## src/rtl/fifo_packetizer_pkg.sv

```systemverilog
// Shared definitions for the FIFO packetizer: state encodings and default header word.
package fifo_packetizer_pkg;

  // Frame sequencer states; encodings are fixed so they can be probed/compared externally.
  typedef enum logic [2:0] {
    StIdle     = 3'd0,
    StHeader   = 3'd1,
    StPayload  = 3'd2,
    StLength   = 3'd3,
    StChecksum = 3'd4
  } pkt_state_e;

  // Default constant first word of every packet.
  localparam logic [7:0] DefaultHeaderWord = 8'hA5;

endpackage

```

## src/rtl/packet_checksum.sv

```systemverilog
// Modular running-sum accumulator: clear has priority over load, load over add.
module packet_checksum #(
  parameter int unsigned DATA_WIDTH = 8
) (
  input  logic                  clock,
  input  logic                  reset_n,
  input  logic                  clear,
  input  logic                  load,
  input  logic                  add_enable,
  input  logic [DATA_WIDTH-1:0] load_value,
  input  logic [DATA_WIDTH-1:0] add_value,
  output logic [DATA_WIDTH-1:0] sum
);

  logic [DATA_WIDTH-1:0] sum_q, sum_d;

  // Next sum; carries out of DATA_WIDTH are dropped.
  always_comb begin
    sum_d = sum_q;
    if (clear) begin
      sum_d = '0;
    end else if (load) begin
      sum_d = load_value;
    end else if (add_enable) begin
      sum_d = sum_q + add_value;
    end
  end

  // Sum register.
  always_ff @(posedge clock or negedge reset_n) begin
    if (!reset_n) begin
      sum_q <= '0;
    end else begin
      sum_q <= sum_d;
    end
  end

  assign sum = sum_q;

endmodule

```

## src/rtl/fifo_packetizer.sv

```systemverilog
// Drains a show-ahead FIFO into framed packets: header, payload, length, checksum.
module fifo_packetizer
  import fifo_packetizer_pkg::*;
#(
  parameter int unsigned           DATA_WIDTH     = 8,
  parameter int unsigned           MAX_PAYLOAD    = 16,
  parameter int unsigned           TIMEOUT_CYCLES = 64,
  parameter logic [DATA_WIDTH-1:0] HEADER_WORD    = DATA_WIDTH'(DefaultHeaderWord)
) (
  input  logic                  clock,
  input  logic                  reset_n,
  input  logic [DATA_WIDTH-1:0] fifo_data_out,
  input  logic                  fifo_empty,
  output logic                  fifo_read_enable,
  output logic [DATA_WIDTH-1:0] out_data,
  output logic                  out_valid,
  output logic                  out_last,
  input  logic                  out_ready,
  output logic                  busy,
  output logic [15:0]           packets_sent
);

  localparam int unsigned CountWidth = $clog2(MAX_PAYLOAD + 1);
  localparam int unsigned TimerWidth = $clog2(TIMEOUT_CYCLES + 1);

  pkt_state_e            state_q, state_d;
  logic [CountWidth-1:0] count_q, count_d;
  logic [TimerWidth-1:0] timer_q, timer_d;
  logic [15:0]           packets_q, packets_d;

  logic                  sum_clear, sum_load, sum_add;
  logic [DATA_WIDTH-1:0] sum_addend;
  logic [DATA_WIDTH-1:0] sum;

  packet_checksum #(
    .DATA_WIDTH (DATA_WIDTH)
  ) u_checksum (
    .clock      (clock),
    .reset_n    (reset_n),
    .clear      (sum_clear),
    .load       (sum_load),
    .add_enable (sum_add),
    .load_value (HEADER_WORD),
    .add_value  (sum_addend),
    .sum        (sum)
  );

  // Next-state, counters and stream outputs; PAYLOAD passes the FIFO head straight through.
  always_comb begin
    state_d          = state_q;
    count_d          = count_q;
    timer_d          = timer_q;
    packets_d        = packets_q;
    out_valid        = 1'b0;
    out_last         = 1'b0;
    out_data         = '0;
    fifo_read_enable = 1'b0;
    sum_clear        = 1'b0;
    sum_load         = 1'b0;
    sum_add          = 1'b0;
    sum_addend       = '0;

    unique case (state_q)
      StIdle: begin
        count_d   = '0;
        timer_d   = '0;
        sum_clear = 1'b1;
        if (!fifo_empty) begin
          state_d = StHeader;
        end
      end

      StHeader: begin
        out_valid = 1'b1;
        out_data  = HEADER_WORD;
        if (out_ready) begin
          sum_load = 1'b1;
          state_d  = StPayload;
        end
      end

      StPayload: begin
        out_valid = ~fifo_empty;
        out_data  = fifo_data_out;
        if (!fifo_empty) begin
          // Any cycle with data present breaks the run of empty cycles.
          timer_d = '0;
          if (out_ready) begin
            fifo_read_enable = 1'b1;
            count_d          = count_q + CountWidth'(1);
            sum_add          = 1'b1;
            sum_addend       = fifo_data_out;
            if (count_q == CountWidth'(MAX_PAYLOAD - 1)) begin
              state_d = StLength;
            end
          end
        end else begin
          // Timeout exit only happens while out_valid is low, so no word is withdrawn.
          timer_d = timer_q + TimerWidth'(1);
          if (timer_q == TimerWidth'(TIMEOUT_CYCLES - 1)) begin
            state_d = StLength;
          end
        end
      end

      StLength: begin
        out_valid = 1'b1;
        out_data  = DATA_WIDTH'(count_q);
        if (out_ready) begin
          sum_add    = 1'b1;
          sum_addend = DATA_WIDTH'(count_q);
          state_d    = StChecksum;
        end
      end

      StChecksum: begin
        out_valid = 1'b1;
        out_last  = 1'b1;
        out_data  = sum;
        if (out_ready) begin
          packets_d = packets_q + 16'd1;
          state_d   = StIdle;
        end
      end

      default: begin
        state_d = StIdle;
      end
    endcase
  end

  // State, word count, empty timer and packet counter registers.
  always_ff @(posedge clock or negedge reset_n) begin
    if (!reset_n) begin
      state_q   <= StIdle;
      count_q   <= '0;
      timer_q   <= '0;
      packets_q <= '0;
    end else begin
      state_q   <= state_d;
      count_q   <= count_d;
      timer_q   <= timer_d;
      packets_q <= packets_d;
    end
  end

  assign busy         = (state_q != StIdle);
  assign packets_sent = packets_q;

endmodule

```

## config.mk

```make
export PLATFORM = sky130hd
export DESIGN_NAME = fifo_packetizer
export DESIGN_NICKNAME = d
export VERILOG_FILES = /design/src/rtl/fifo_packetizer_pkg.sv /design/src/rtl/packet_checksum.sv /design/src/rtl/fifo_packetizer.sv
export SDC_FILE = /design/constraint.sdc
export NUM_CORES = 1
export LEC_CHECK = 0
export CORE_MARGIN = 10
export CORE_UTILIZATION = 44
export DETAILED_ROUTE_END_ITERATION = 16
export PLACE_DENSITY_LB_ADDON = 0.2
export SLEW_MARGIN = 20
export SYNTH_ARGS = -nofsm -noshare
export SYNTH_HDL_FRONTEND = slang
export SYNTH_SLANG_ARGS = --single-unit
```

## constraint.sdc

```tcl
create_clock -name clock -period 6.2 [get_ports clock]
set_input_delay 1.86 -clock clock [delete_from_list [all_inputs] [get_ports clock]]
set_output_delay 1.86 -clock clock [all_outputs]
set_load 0.005 [all_outputs]
```

==> results.sh <==
export IMPL_status="finished clean"
export IMPL_crit_start="out_ready"
export IMPL_rsz0062_at_grt="false"
export IMPL_drtPass1Iterations=4
export IMPL_path_max_fanout=6
export IMPL_drive_gt1_frac=0.0653
export IMPL_synthAdderAreaFrac=0.0676
export IMPL_path_common_cell="clkdlybuf4s50_1"
export IMPL_cts_clk_slew_worst_paths_ns=0.07
export IMPL_clock_path_buffers=2
export IMPL_cts_buffers=5
export IMPL_path_depth=4
export IMPL_postSynthAreaPerCell_um2=9.29
export IMPL_cts_tree="built"
export IMPL_syn_cell_area_um2=2330
export IMPL_io_pins=40
export IMPL_leakage_nw=1.31
export IMPL_synth_compound_area_share=0.170
export IMPL_finalCriticalPeriod_ns=5.26
export IMPL_syn_inst=251
export IMPL_drv_slew=0
export IMPL_core_um2=5140
export IMPL_clkSinkCount=39
export IMPL_timing_rr_end="u_checksum.sum[6]"
export IMPL_synth_edff_count=0
export IMPL_critPathTopFamily="buffers and inverters"
export IMPL_holdBufCountCts=0
export IMPL_period_share=0.848
export IMPL_synthSimpleGateAreaFrac=0.211
export IMPL_min_path_type="register to register"
export IMPL_relSlewSlack=0.410
export IMPL_ys_flop_type="dfrtp_1"
export IMPL_synth_largest_area_cell="dfrtp_1"
export IMPL_num_antenna_cells=0
export IMPL_dp_final_hpwl_um=4070
export IMPL_yosysWarnings=0
export IMPL_row_count=26
export IMPL_worst_ep_required_time_ns=4.34
export IMPL_finalNonFillerCells=361
export IMPL_synth_top_area_share=0.418
export IMPL_drc=0
export IMPL_detail_route_antenna_nets=0
export IMPL_worstSetupPathType="input port to output pin"
export IMPL_crit_path_end_kind="output pin"
export IMPL_drt_iter0_markers=100
export IMPL_postRouteWirelength_um=5610
export IMPL_fin_skew_ns=0.00563
export IMPL_worst_pin_slew_ns=0.884
export IMPL_path_cells="clkdlybuf4s50_1, nand2b_1, nor3_2, clkdlybuf4s50_1"
export IMPL_cts_setup_buffers=0
export IMPL_syn_nets=275
export IMPL_post_cts_resized=0
export IMPL_drv_cap=0
export IMPL_crit_end="fifo_read_enable"
export IMPL_design_area_um2=2890
export IMPL_critical_path_max_stage_delay_ns=0.58
export IMPL_irDropWorstVdd_mv=0.264
export IMPL_dieArea_um2=8610
export IMPL_grt_pass1_wl_um=9750
export IMPL_async_flop_share=1.00
export IMPL_clk_latency_ns=0.29
export IMPL_finalSetupTns_ns=0
export IMPL_synthTopCellsByArea="dfrtp_1 42%, ha_1 5.9%, xnor2_1 5.3%"
export IMPL_synth_distinct_cells=38
export IMPL_h_tree_depth=2
export IMPL_slowest_stage="clkdlybuf4s50_1"
export IMPL_grt_pass1_vias=1989
export IMPL_syn_to_final_growth_pct=24.0
export IMPL_r2r_setup_slack_ns=3.06
export IMPL_gp_congestion=0.836
export IMPL_antenna_found_initial=0
export IMPL_routed_via_count=1960
export IMPL_die_h_um=92.8
export IMPL_avgRoutedWirePerCell_um=15.5
export IMPL_ys_ff_latch=39
export IMPL_yosysSeqAreaShare=0.418
export IMPL_regToRegStartpoint="state_q[0]"
export IMPL_start_kind="input port"
export IMPL_grt_max_degree=40
export IMPL_power_density_nw_per_um2=321
export IMPL_fmax_ghz=0.190
export IMPL_initial_utilization=0.454
export IMPL_cts_root_buf="clkbuf_8"
export IMPL_synth_most_common_cell="dfrtp_1"
export IMPL_finalHoldViolCount=0
export IMPL_cp_data_arrival_time_ns=3.40
export IMPL_synth_top_family_by_area="simple AND/OR/NAND/NOR gates"
export IMPL_die_x_um=92.8
export IMPL_reg2reg_depth=11
export IMPL_yosys_top_cells_count="39 x dfrtp_1, 30 x nand2_1, 25 x nor2_1, 18 x o21ai_0, 14 x xnor2_1"
export IMPL_grt_usage=0.137
export IMPL_dp_cells=353
export IMPL_synth_xor_area_share=0.0939
export IMPL_vias_per_cell=5.43
export IMPL_synthMuxAreaShare=0.0134
export IMPL_cp_num_buf_inv=2
export IMPL_nNetsFinal=314
export IMPL_placed_area_um2=2780
export IMPL_port_buffers=39
export IMPL_finalSetupViolations=0
export IMPL_grt_overflow=0
-- worst register-to-register path, stage by stage (launching register included) --
cell      delay (ns)
dfrtp_1         0.84
nor3_2          0.14
buf_4           0.23
a22o_1          0.24
ha_1            0.22
fa_1            0.41
a21o_1          0.21
a21oi_1         0.23
o21bai_1        0.09
a21oi_1         0.17
xnor2_1         0.08
a22o_1          0.19
-- power by group --
group	switching, mW	internal [mW]
logic	0.184	0.169
registers	0.0673	0.286
clock network	0.0927	0.130
total	0.344	0.586
-- metrics by stage --
stage / setup WS [ns] / util / hold WS, ns / total power [mW]
2_1_floorplan: 1.93 / - / 0.448 / 0.554
6_report: 0.943 / 0.563 / 0.475 / 0.929
5_1_grt: 0.854 / 0.563 / 0.505 / 0.995
4_1_cts: 0.937 / 0.563 / 0.481 / 0.936
3_5_place_dp: 0.936 / 0.540 / 0.469 / 0.710
3_3_place_gp: 0.959 / 0.540 / 0.465 / 0.709
-- layout make-up --
class | instances | area [µm²]
inverter | 6 | 22.5
timing repair buffer | 40 | 393
fill | 492 | 2250
multi-input combinational | 198 | 1300
clock buffer | 6 | 82.6
sequential | 39 | 976
clock inverter | 2 | 35.0
tap | 70 | 87.6
-- registers in the layout, indices dropped and copies added, names as in the netlist --
register and flops:
packets_sent 16, u_checksum.sum 8, timer_q 7, count_q 5, state_q 3
-- routing by layer --
layer  global-route usage  wire length [µm]  vias up
li1                     -                 -      970
met1                0.181              2650      921
met2                0.207              2470       58
met3               0.0500               427       11
met4               0.0296                72        0
met5                    0                 0        -
-- cells in the final DEF (no fill, tap or decap), types with 2 or more instances in the layout --
master and instances:
dfrtp_1 39, clkdlybuf4s50_1 38, nand2_1 30, nor2_1 25, o21ai_0 18, xnor2_1 14
nand3_1 12, xor2_1 11, ha_1 11, a21oi_1 9, a22oi_1 8, a22o_1 8
a21o_1 7, inv_1 6, clkbuf_8 6, and3_1 5, nand2b_1 4, o31ai_1 4
nand4_1 4, nor2b_1 3, nor3_2 3, and2_1 3, o22ai_1 3, mux2i_1 2
-- worst min-delay path by stage --
stage | startpoint | endpoint | slack (ns) | depth (start not counted)
final | packets_sent[15] | packets_sent[15] | 0.47 | 1
after global routing | packets_sent[15] | packets_sent[15] | 0.50 | 1
after CTS | packets_sent[15] | packets_sent[15] | 0.48 | 1
after detailed placement | packets_sent[15] | packets_sent[15] | 0.47 | 1
after global placement | packets_sent[15] | packets_sent[15] | 0.47 | 1
after floorplan | timer_q[6] | timer_q[6] | 0.45 | 1
-- logic make-up after synthesis --
logic type,Yosys count
adders and majority gates,12
AOI/OAI and AO/OA,61
DFF,39
and+or+nand+nor,97
muxes,3
buffers and inverters,14
xor gates and xnor gates,25
Power figures use the tool's default switching activity.
